## config.mk

```make
export PLATFORM = sky130hd
export DESIGN_NAME = text_scroller_flat
export DESIGN_NICKNAME = d
export VERILOG_FILES = /design/src/rtl/text_scroller_if.sv /design/src/rtl/text_scroller.sv /design/src/flat_wrapper.sv
export SDC_FILE = /design/constraint.sdc
export NUM_CORES = 1
export LEC_CHECK = 0
export CAP_MARGIN = 20
export CORE_ASPECT_RATIO = 0.8
export CORE_UTILIZATION = 55
export CTS_CLUSTER_DIAMETER = 120
export DETAILED_ROUTE_END_ITERATION = 8
export PLACE_DENSITY = 0.89
export REMOVE_ABC_BUFFERS = 1
export SLEW_MARGIN = 20
export SYNTH_ARGS = -nofsm -noshare
export SYNTH_HDL_FRONTEND = slang
export SYNTH_SLANG_ARGS = --single-unit
export TNS_END_PERCENT = 1
```

## constraint.sdc

```tcl
create_clock -name clk -period 19.5 [get_ports clk]
set_input_delay 3.9 -clock clk [delete_from_list [all_inputs] [get_ports clk]]
set_output_delay 3.9 -clock clk [all_outputs]
set_load 0.05 [all_outputs]
```

## src/rtl/text_scroller_if.sv

```systemverilog
// rtl/text_scroller_if.sv - video timing, scroll control and glyph ROM bundle for text_scroller
interface text_scroller_if;
  logic [9:0] hpos;
  logic [9:0] vpos;
  logic       display_on;
  logic       frame_tick;
  logic       scroll_en;
  logic [1:0] speed;
  logic [7:0] char_code;
  logic [2:0] glyph_row;
  logic [2:0] glyph_col;
  logic       rom_pixel;
  logic       pixel_out;

  // The scroller consumes timing/control and the ROM pixel, and produces ROM address and pixel.
  modport slave (
    input  hpos, vpos, display_on, frame_tick, scroll_en, speed, rom_pixel,
    output char_code, glyph_row, glyph_col, pixel_out
  );

  // The video/ROM side drives timing/control and the ROM pixel.
  modport master (
    output hpos, vpos, display_on, frame_tick, scroll_en, speed, rom_pixel,
    input  char_code, glyph_row, glyph_col, pixel_out
  );
endinterface

```

## src/rtl/text_scroller.sv

```systemverilog
// rtl/text_scroller.sv - horizontally scrolling single-line text band with 2-stage pixel pipeline
module text_scroller #(
  parameter int SCALE_LOG2 = 2,
  parameter int TEXT_Y     = 200
) (
  input logic           clk,
  input logic           rst_n,
  text_scroller_if.slave bus
);

  localparam int BAND_H     = 8 << SCALE_LOG2;
  localparam int MSG_PERIOD = 90;

  // Message text, one ASCII byte per cell; indices outside 0..14 cannot occur.
  function automatic logic [7:0] msg_char(input logic [3:0] idx);
    logic [7:0] c;
    case (idx)
      4'd0:    c = 8'h44;
      4'd1:    c = 8'h72;
      4'd2:    c = 8'h69;
      4'd3:    c = 8'h76;
      4'd4:    c = 8'h69;
      4'd5:    c = 8'h6E;
      4'd6:    c = 8'h67;
      4'd7:    c = 8'h20;
      4'd8:    c = 8'h49;
      4'd9:    c = 8'h54;
      4'd10:   c = 8'h20;
      4'd11:   c = 8'h32;
      4'd12:   c = 8'h30;
      4'd13:   c = 8'h32;
      4'd14:   c = 8'h35;
      default: c = 8'h20;
    endcase
    return c;
  endfunction

  logic [6:0] scroll_off_q, scroll_off_d;
  logic [1:0] fcnt_q, fcnt_d;

  // Scroll state next-value: step when the frame counter has reached (or passed) the speed setting.
  always_comb begin
    scroll_off_d = scroll_off_q;
    fcnt_d       = fcnt_q;
    if (bus.frame_tick && bus.scroll_en) begin
      if (fcnt_q >= bus.speed) begin
        fcnt_d       = 2'd0;
        scroll_off_d = (scroll_off_q == 7'(MSG_PERIOD - 1)) ? 7'd0 : scroll_off_q + 7'd1;
      end else begin
        fcnt_d = fcnt_q + 2'd1;
      end
    end
  end

  // Scroll state registers.
  always_ff @(posedge clk or negedge rst_n) begin
    if (!rst_n) begin
      scroll_off_q <= 7'd0;
      fcnt_q       <= 2'd0;
    end else begin
      scroll_off_q <= scroll_off_d;
      fcnt_q       <= fcnt_d;
    end
  end

  // Position decode. Widened to 11 bits so the column sum and band bounds never truncate.
  logic [10:0] vpos_ext;
  logic [10:0] v_rel;
  logic [10:0] col_sum;
  logic        in_band;
  logic [2:0]  fy;
  logic [6:0]  fx;
  logic [3:0]  char_idx;
  logic [2:0]  cell_col;
  logic        blank;

  assign vpos_ext = {1'b0, bus.vpos};
  assign in_band  = (vpos_ext >= 11'(TEXT_Y)) && (vpos_ext < 11'(TEXT_Y + BAND_H));
  assign v_rel    = vpos_ext - 11'(TEXT_Y);
  assign fy       = 3'(v_rel >> SCALE_LOG2);
  assign col_sum  = 11'(bus.hpos >> SCALE_LOG2) + {4'd0, scroll_off_q};
  assign fx       = 7'(col_sum % 11'(MSG_PERIOD));
  assign char_idx = 4'(fx / 7'd6);
  assign cell_col = 3'(fx % 7'd6);
  assign blank    = !in_band || (fy == 3'd7) || (cell_col == 3'd5);

  logic [7:0] char_code_q;
  logic [2:0] glyph_row_q;
  logic [2:0] glyph_col_q;
  logic       blank_q;
  logic       disp_q;
  logic       pixel_q;

  // Stage 1: register the ROM address plus the blank/visible flags that travel with it.
  always_ff @(posedge clk or negedge rst_n) begin
    if (!rst_n) begin
      char_code_q <= 8'h20;
      glyph_row_q <= 3'd0;
      glyph_col_q <= 3'd0;
      blank_q     <= 1'b0;
      disp_q      <= 1'b0;
    end else begin
      char_code_q <= blank ? 8'h20 : msg_char(char_idx);
      glyph_row_q <= blank ? 3'd0 : fy;
      glyph_col_q <= blank ? 3'd0 : cell_col;
      blank_q     <= blank;
      disp_q      <= bus.display_on;
    end
  end

  // Stage 2: gate the combinational ROM pixel with the delayed flags.
  always_ff @(posedge clk or negedge rst_n) begin
    if (!rst_n) begin
      pixel_q <= 1'b0;
    end else begin
      pixel_q <= bus.rom_pixel && !blank_q && disp_q;
    end
  end

  assign bus.char_code = char_code_q;
  assign bus.glyph_row = glyph_row_q;
  assign bus.glyph_col = glyph_col_q;
  assign bus.pixel_out = pixel_q;

endmodule

```

## src/flat_wrapper.sv

```systemverilog
// flat-port wrapper written by rule: the top's interface ports become plain ports
module text_scroller_flat 
#(
  parameter int SCALE_LOG2 = 2,
  parameter int TEXT_Y     = 200
)
  (clk, rst_n, bus_hpos, bus_vpos, bus_display_on, bus_frame_tick, bus_scroll_en, bus_speed, bus_rom_pixel, bus_char_code, bus_glyph_row, bus_glyph_col, bus_pixel_out);
  text_scroller_if bus_i ();
  input logic clk;
  input logic rst_n;
  input wire logic [$bits(bus_i.hpos)-1:0] bus_hpos;
  input wire logic [$bits(bus_i.vpos)-1:0] bus_vpos;
  input wire logic [$bits(bus_i.display_on)-1:0] bus_display_on;
  input wire logic [$bits(bus_i.frame_tick)-1:0] bus_frame_tick;
  input wire logic [$bits(bus_i.scroll_en)-1:0] bus_scroll_en;
  input wire logic [$bits(bus_i.speed)-1:0] bus_speed;
  input wire logic [$bits(bus_i.rom_pixel)-1:0] bus_rom_pixel;
  output wire logic [$bits(bus_i.char_code)-1:0] bus_char_code;
  output wire logic [$bits(bus_i.glyph_row)-1:0] bus_glyph_row;
  output wire logic [$bits(bus_i.glyph_col)-1:0] bus_glyph_col;
  output wire logic [$bits(bus_i.pixel_out)-1:0] bus_pixel_out;
  assign bus_i.hpos = bus_hpos;
  assign bus_i.vpos = bus_vpos;
  assign bus_i.display_on = bus_display_on;
  assign bus_i.frame_tick = bus_frame_tick;
  assign bus_i.scroll_en = bus_scroll_en;
  assign bus_i.speed = bus_speed;
  assign bus_i.rom_pixel = bus_rom_pixel;
  assign bus_char_code = bus_i.char_code;
  assign bus_glyph_row = bus_i.glyph_row;
  assign bus_glyph_col = bus_i.glyph_col;
  assign bus_pixel_out = bus_i.pixel_out;
  text_scroller #(.SCALE_LOG2(SCALE_LOG2), .TEXT_Y(TEXT_Y)) u_core (.clk(clk), .rst_n(rst_n), .bus(bus_i));
endmodule
```

==> reports/qor.log, run 1 <==
qor: synthesis.synth_seq_cells 25
qor: clock_network.post_cts_buffers 0
qor: timing.clock-skew-final 2.62 ps
qor: synthesis.yosys.area.top_type sky130_fd_sc_hd__dfrtp_1
qor: worst_setup_path.critical_path.reg2reg.startpoint u_core.scroll_off_q[0]
qor: timing.relSlewSlack 41.7%
qor: detailed_routing.drt.antenna.violating_nets 0
qor: min_path.worstHoldPathCells 1
qor: timing.finalMaxSlewViolations 0
qor: detailed_routing.vias 3422
qor: flow_run.timing.max_cap.violations 0
qor: clock_network.clkSlewWorstSetupHoldPaths 90 ps
qor: place.dpl.hpwl 6670 um
qor: worst_setup_path.r2r-end u_core.bus.char_code[1]
qor: layout.final_layout_size_suffix_gt1_share 13.2%
qor: global_routing.global_route.usage.total 27.0%
qor: synthesis.seq_area_frac_synth 18.7%
qor: timing.portion_of_the_clock_cycle_consumed_by_the_worst_path_in_the_final_layout 57.2%
qor: detailed_routing.routedWlPerCell 17.3 um
qor: die.die-area 6410 um2
qor: layout.fillCellCount 498
qor: detailed_routing.totalWireLength 8740 um
qor: synthesis.synth_cells 402
qor: clock_network.clk-insertion-delay-late 280 ps
qor: clock_network.total_of_hold_buffers_inserted_after_clock_tree_synthesis 0
qor: synthesis.post-synth-top-count-cell sky130_fd_sc_hd__nand2_1
qor: min_path.hold_path_end u_core.bus.pixel_out
qor: timing.slew_at_the_pin_closest_to_its_max_slew_limit 874 ps
qor: die.fp.dieH 71.8 um
qor: timing.grt_setup_unrepaired false
qor: clock_network.numClockSinks 25
qor: global_routing.grt_pass1_vias 3067
qor: die.design.core.area 5880 um2
qor: synthesis.mappedNetlistArea 3350 um2
qor: timing.achievable-frequency 0.0897 GHz
qor: synthesis.synth_commonest_cells 35 x sky130_fd_sc_hd__nand2_1, 31 x sky130_fd_sc_hd__a21oi_1, 24 x sky130_fd_sc_hd__dfrtp_1, 24 x sky130_fd_sc_hd__nor2_1, 22 x sky130_fd_sc_hd__o21ai_0
qor: die.core.rowCount 25
qor: global_routing.gr-total-overflow 0
qor: outcome.status completed
qor: worst_setup_path.crit_arrival 11290 ps
qor: die.number_of_top_level_pins 43
qor: min_path.hold_class flip-flop to flip-flop
qor: worst_setup_path.worst_setup_path_start_kind primary input
qor: timing.setup_viol 0
qor: place.finalWeightedCongestion 0.968
qor: detailed_routing.drt_drc_violations_left 0
qor: clock_network.clock_path_buffers 2
qor: die.starting_density_of_the_core 57.0%
qor: synthesis.synthesis.area_per_instance 8.34 um2
qor: min_path.worstHoldStart u_core.blank_q
qor: worst_setup_path.worst-r2r-setup-slack 11960 ps
qor: synthesis.synth_edf_count 0
qor: timing.finalHoldViolCount 0
qor: clock_network.cts-buffers-inserted 3
qor: synthesis.synth_top_flop_cell sky130_fd_sc_hd__dfrtp_1
qor: layout.finalNetCount 472
qor: layout.diodes 0
qor: global_routing.wire_length_of_the_first_global_routing_pass 13900 um
qor: clock_network.cts_resized 0
qor: layout.flow.area_growth_from_synthesis 12.4%
qor: global_routing.initial_antenna_violation_count 0
qor: synthesis.netlist.area_leader.share 17.9%
qor: clock_network.cts_tree built
qor: global_routing.grt_start_max_net_pins 26
qor: synthesis.synth-warning-count 0
qor: die.die_w 89.3 um
qor: worst_setup_path.timing.setup.critical_path_class primary input to flip-flop
qor: synthesis.synth.area.top_cells sky130_fd_sc_hd__dfrtp_1 18%, sky130_fd_sc_hd__ha_1 7.1%, sky130_fd_sc_hd__a21oi_1 4.6%, sky130_fd_sc_hd__nand2_1 3.9%, sky130_fd_sc_hd__o21ai_0 3.3%
qor: place.buffer_ports.inserted 39
qor: synthesis.synth.distinct_cells 94
qor: synthesis.ys_async_sr_fraction 100%
qor: timing.final.setup.tns 0 ps
qor: clock_network.ctsRootBufferMaster sky130_fd_sc_hd__clkbuf_8
qor: worst_setup_path.maximum_fanout_along_the_worst_path 21
qor: worst_setup_path.endpoint_class_of_the_critical_path flip-flop
qor: timing.layout_min_cycle_time 11150 ps
qor: detailed_routing.drt-initial-drc-count 370
qor: detailed_routing.dr.pass1.iters 5
qor: worst_setup_path.required_time_of_the_worst_setup_path 19640 ps
qor: detailed_routing.via_per_inst 6.79
qor: clock_network.clock_tree.htree_level_count 1
qor: worst_setup_path.reg2reg_depth 27
[flip-flops by register name, indices dropped and copies added (netlist names)]
register,count
u_core.bus.char_code,7
u_core.scroll_off_q,7
u_core.bus.glyph_col,3
u_core.bus.glyph_row,3
u_core.fcnt_q,2
u_core.blank_q,1
u_core.bus.pixel_out,1
u_core.disp_q,1
[how the worst max path moves through the flow]
stage                     start                      end  cells after the start
floorplan           bus_hpos[2]  u_core.bus.char_code[1]                     27
global placement    bus_hpos[2]  u_core.bus.char_code[1]                     28
detailed placement  bus_hpos[2]  u_core.bus.char_code[1]                     28
CTS                 bus_hpos[2]  u_core.bus.char_code[1]                     28
global route        bus_hpos[2]  u_core.bus.char_code[1]                     28
finish              bus_hpos[2]  u_core.bus.char_code[1]                     28
[area by class of cell]
| cell class | count | area (um2) | area share (%) |
|---|---|---|---|
| clock inverters | 1 | 7.51 | 0.199 |
| inverters | 10 | 37.5 | 0.997 |
| clock buffers | 3 | 41.3 | 1.10 |
| repair buffers | 40 | 393 | 10.4 |
| well taps | 81 | 101 | 2.69 |
| flip-flops and latches | 25 | 627 | 16.6 |
| multi-input cells | 344 | 2560 | 67.9 |
[kinds of logic (layout without fill, tap and decap cells)]
family / after synthesis / count (layout) / share of synthesized area, %
other: 1 / 1 / 0.112
AO/OA/AOI/OAI: 155 / 155 / 37.2
adder cells (fa/ha/maj): 20 / 20 / 7.69
multiplexers: 8 / 8 / 2.88
XOR/XNOR: 14 / 14 / 4.11
buffers and inverters: 33 / 54 / 5.12
flip-flops: 25 / 25 / 18.7
AND/OR/NAND/NOR: 146 / 146 / 24.2
[cells in the final DEF, fill, tap and decap left out, types with 4 or more instances in the layout]
| cell type | instances |
|---|---|
| sky130_fd_sc_hd__nor2_1 | 24 |
| sky130_fd_sc_hd__dfrtp_1 | 24 |
| sky130_fd_sc_hd__a211oi_2 | 6 |
| sky130_fd_sc_hd__ha_1 | 19 |
| sky130_fd_sc_hd__nand3_1 | 16 |
| sky130_fd_sc_hd__clkdlybuf4s50_1 | 38 |
| sky130_fd_sc_hd__a21oi_1 | 31 |
| sky130_fd_sc_hd__o2111ai_1 | 4 |
| sky130_fd_sc_hd__xor2_1 | 5 |
| sky130_fd_sc_hd__o211ai_1 | 7 |
| sky130_fd_sc_hd__and3_1 | 6 |
| sky130_fd_sc_hd__a21o_1 | 5 |
| sky130_fd_sc_hd__a31oi_1 | 5 |
| sky130_fd_sc_hd__mux2i_1 | 4 |
| sky130_fd_sc_hd__or2_2 | 4 |
| sky130_fd_sc_hd__o32ai_1 | 4 |
| sky130_fd_sc_hd__a211oi_1 | 9 |
| sky130_fd_sc_hd__nor3_1 | 10 |
| sky130_fd_sc_hd__inv_1 | 10 |
| sky130_fd_sc_hd__o21ai_0 | 22 |
| sky130_fd_sc_hd__nand2_1 | 35 |
| sky130_fd_sc_hd__or3_1 | 4 |
| sky130_fd_sc_hd__and2_1 | 7 |
| sky130_fd_sc_hd__nand2b_1 | 4 |
| sky130_fd_sc_hd__nand4_1 | 7 |
| sky130_fd_sc_hd__o22ai_1 | 5 |
| sky130_fd_sc_hd__xnor2_1 | 7 |
[metal layers]
| layer | vias to the layer above | wire, um | part of all wire [%] | GRT usage (%) |
|---|---|---|---|---|
| met2 | 175 | 4050 | 46 | 43.7 |
| met1 | 1615 | 3860 | 44 | 37.6 |
| met5 | - | 0 | 0 | 0 |
| met4 | 0 | 84 | 0.96 | 7.76 |
| met3 | 13 | 738 | 8.4 | 3.57 |
| li1 | 1619 | - | - | - |
[stage by stage]
step | setup WS, ps | hold WS (ps) | utilization [%] | instances | cell area, um2
final | 8350 | 432 | 64.0 | 504 | 3770
after global routing | 7900 | 443 | 64.0 | 504 | 3770
after floorplan | 9370 | 377 | - | 379 | 3220
after CTS | 8170 | 430 | 64.0 | 504 | 3760
after global placement | 8090 | 382 | 63.2 | 500 | 3720
after detailed placement | 7910 | 416 | 63.2 | 500 | 3720
[worst max-delay path: stages]
cell,delay (ps)
sky130_fd_sc_hd__clkdlybuf4s50_1,440
sky130_fd_sc_hd__ha_1,260
sky130_fd_sc_hd__fa_1,520
sky130_fd_sc_hd__a211oi_4,320
sky130_fd_sc_hd__o211ai_2,140
sky130_fd_sc_hd__nand2_1,210
sky130_fd_sc_hd__and4bb_1,240
sky130_fd_sc_hd__o2111ai_2,260
sky130_fd_sc_hd__or4_4,570
sky130_fd_sc_hd__nand2_1,140
sky130_fd_sc_hd__or2_0,190
sky130_fd_sc_hd__inv_1,80
sky130_fd_sc_hd__ha_1,250
sky130_fd_sc_hd__o21ai_0,90
sky130_fd_sc_hd__nand4_1,180
sky130_fd_sc_hd__a2bb2oi_2,260
sky130_fd_sc_hd__o311a_1,390
sky130_fd_sc_hd__nor3_4,630
sky130_fd_sc_hd__or2_2,260
sky130_fd_sc_hd__nand3_1,90
sky130_fd_sc_hd__a311oi_1,310
sky130_fd_sc_hd__a21oi_1,100
sky130_fd_sc_hd__a221oi_1,470
sky130_fd_sc_hd__ha_1,350
sky130_fd_sc_hd__and3_1,160
sky130_fd_sc_hd__a211o_1,270
sky130_fd_sc_hd__o211ai_1,120
sky130_fd_sc_hd__a211oi_2,70
Power of run 1 is left out: the tool's default activity adds up to more than one toggle a clock period on the data nets, which glitch-free logic cannot reach.
==> run 2: changes to the inputs <==
--- a/config.mk
+++ b/config.mk
@@ -7,7 +7,7 @@
 export LEC_CHECK = 0
 export CAP_MARGIN = 20
 export CORE_ASPECT_RATIO = 0.8
-export CORE_UTILIZATION = 55
+export CORE_UTILIZATION = 52
 export CTS_CLUSTER_DIAMETER = 120
 export DETAILED_ROUTE_END_ITERATION = 8
 export PLACE_DENSITY = 0.89
==> constraint.sdc (replaced) <==
create_clock -name clk -period 9 [get_ports clk]
set_input_delay 1.8 -clock clk [delete_from_list [all_inputs] [get_ports clk]]
set_output_delay 1.8 -clock clk [all_outputs]
set_load 0.05 [all_outputs]
==> reports/qor.log, run 2 (synthesis results as in run 1) <==
qor: timing.clock-skew-final 9.95 ps
qor: die.die-area 6770 um2
qor: global_routing.initial_antenna_violation_count 0
qor: clock_network.ctsRootBufferMaster sky130_fd_sc_hd__clkbuf_8
qor: global_routing.grt_pass1_vias 3049
qor: worst_setup_path.endpoint_class_of_the_critical_path flip-flop
qor: die.number_of_top_level_pins 43
qor: layout.diodes 0
qor: clock_network.post_cts_buffers 0
qor: global_routing.grt_start_max_net_pins 26
qor: clock_network.cts_resized 0
qor: worst_setup_path.worst-r2r-setup-slack 2000 ps
qor: clock_network.cts_tree built
qor: detailed_routing.drt-initial-drc-count 298
qor: flow_run.timing.max_cap.violations 0
qor: detailed_routing.dr.pass1.iters 5
qor: place.finalWeightedCongestion 0.958
qor: min_path.hold_class flip-flop to flip-flop
qor: timing.grt_setup_unrepaired false
qor: worst_setup_path.worst_setup_path_start_kind primary input
qor: detailed_routing.via_per_inst 6.71
qor: detailed_routing.routedWlPerCell 16.9 um
qor: layout.flow.area_growth_from_synthesis 15.0%
qor: detailed_routing.vias 3450
qor: place.dpl.hpwl 6720 um
qor: die.fp.dieH 73.8 um
qor: timing.final.setup.tns 0 ps
qor: timing.layout_min_cycle_time 8520 ps
qor: die.die_w 91.7 um
qor: timing.achievable-frequency 0.117 GHz
qor: clock_network.clk-insertion-delay-late 270 ps
qor: layout.layout_common_cells 38 x sky130_fd_sc_hd__clkdlybuf4s50_1, 35 x sky130_fd_sc_hd__nand2_1, 31 x sky130_fd_sc_hd__a21oi_1
qor: clock_network.clkSlewWorstSetupHoldPaths 90 ps
qor: global_routing.gr-total-overflow 0
qor: detailed_routing.totalWireLength 8680 um
qor: timing.portion_of_the_clock_cycle_consumed_by_the_worst_path_in_the_final_layout 94.7%
qor: layout.final_layout_size_suffix_gt1_share 15.5%
qor: detailed_routing.drt.antenna.violating_nets 0
qor: timing.setup_viol 0
qor: die.core.rowCount 25
qor: worst_setup_path.crit_arrival 8650 ps
qor: die.starting_density_of_the_core 55.2%
qor: die.design.core.area 6070 um2
qor: detailed_routing.drt_drc_violations_left 0
qor: worst_setup_path.required_time_of_the_worst_setup_path 9130 ps
qor: clock_network.clock_tree.htree_level_count 1
qor: place.buffer_ports.inserted 39
qor: timing.finalMaxSlewViolations 0
qor: worst_setup_path.maximum_fanout_along_the_worst_path 11
qor: clock_network.numClockSinks 25
qor: outcome.status completed
qor: clock_network.clock_path_buffers 2
qor: global_routing.wire_length_of_the_first_global_routing_pass 14100 um
qor: clock_network.total_of_hold_buffers_inserted_after_clock_tree_synthesis 0
qor: clock_network.cts-buffers-inserted 3
qor: timing.slew_at_the_pin_closest_to_its_max_slew_limit 813 ps
qor: global_routing.global_route.usage.total 25.3%
qor: timing.relSlewSlack 45.5%
qor: layout.finalNetCount 482
qor: layout.final_common_cell sky130_fd_sc_hd__clkdlybuf4s50_1
qor: timing.finalHoldViolCount 0
qor: worst_setup_path.timing.setup.critical_path_class primary input to flip-flop
-- run 2: changes by cell type in the layout (fill, tap and decap cells not counted), sizes merged --
cell,change
buf,+10
-- run 2: worst paths after layout --
check	cells past startpoint	endpoint	start
hold / removal	1	u_core.bus.pixel_out	u_core.blank_q
setup / recovery	28	u_core.bus.char_code[1]	bus_hpos[2]
min in group asynchronous	1	u_core.bus.glyph_row[2]	rst_n
max in group asynchronous	1	u_core.bus.char_code[5]	rst_n
hold reg to reg	1	u_core.bus.pixel_out	u_core.blank_q
setup reg to reg	27	u_core.bus.char_code[1]	u_core.scroll_off_q[0]
-- run 2: worst max-delay path: stages --
cell and delay [ps]:
sky130_fd_sc_hd__clkdlybuf4s50_1 450, sky130_fd_sc_hd__ha_1 260, sky130_fd_sc_hd__fa_1 520, sky130_fd_sc_hd__a211oi_4 340, sky130_fd_sc_hd__o211ai_2 150, sky130_fd_sc_hd__nand2_1 210, sky130_fd_sc_hd__and4bb_1 250, sky130_fd_sc_hd__o2111ai_2 250
sky130_fd_sc_hd__or4_4 560, sky130_fd_sc_hd__nand2_1 140, sky130_fd_sc_hd__or2_0 190, sky130_fd_sc_hd__inv_1 80, sky130_fd_sc_hd__ha_1 250, sky130_fd_sc_hd__o21ai_0 90, sky130_fd_sc_hd__nand4_1 190, sky130_fd_sc_hd__o22ai_1 330
sky130_fd_sc_hd__a21oi_1 120, sky130_fd_sc_hd__o211ai_1 690, sky130_fd_sc_hd__o21bai_1 160, sky130_fd_sc_hd__a211oi_1 260, sky130_fd_sc_hd__a21oi_1 60, sky130_fd_sc_hd__a21oi_1 250, sky130_fd_sc_hd__a221oi_2 80, sky130_fd_sc_hd__ha_1 320
sky130_fd_sc_hd__and3_1 150, sky130_fd_sc_hd__a211o_1 260, sky130_fd_sc_hd__o211ai_1 140, sky130_fd_sc_hd__a211oi_2 80
-- run 2: through the flow --
stage	hold slack, ps	instance area [um2]	worst slack (ps)	util, %	cells
finish	417	3850	478	63.5	514
floorplan	377	3220	967	-	379
global route	446	3850	54.1	63.5	514
global placement	383	3790	345	62.5	510
detailed placement	403	3790	195	62.5	510
CTS	417	3840	464	63.3	514
-- run 2: layer usage --
layer  share of wire [%]  track usage [%]
met1                  46             36.6
met3                 7.7             1.35
met4                0.68             3.65
met2                  46             42.9
met5                   0                0
-- run 2: cell type report --
cell class	instances	area, um2
Clock buffer	3	41.3
Clock inverter	1	7.51
Fill cell	515	2220
Inverter	10	37.5
Multi-Input combinational cell	344	2570
Sequential cell	25	627
Tap cell	81	101
Timing Repair Buffer	50	468
Power of run 2 is left out for the same reason.
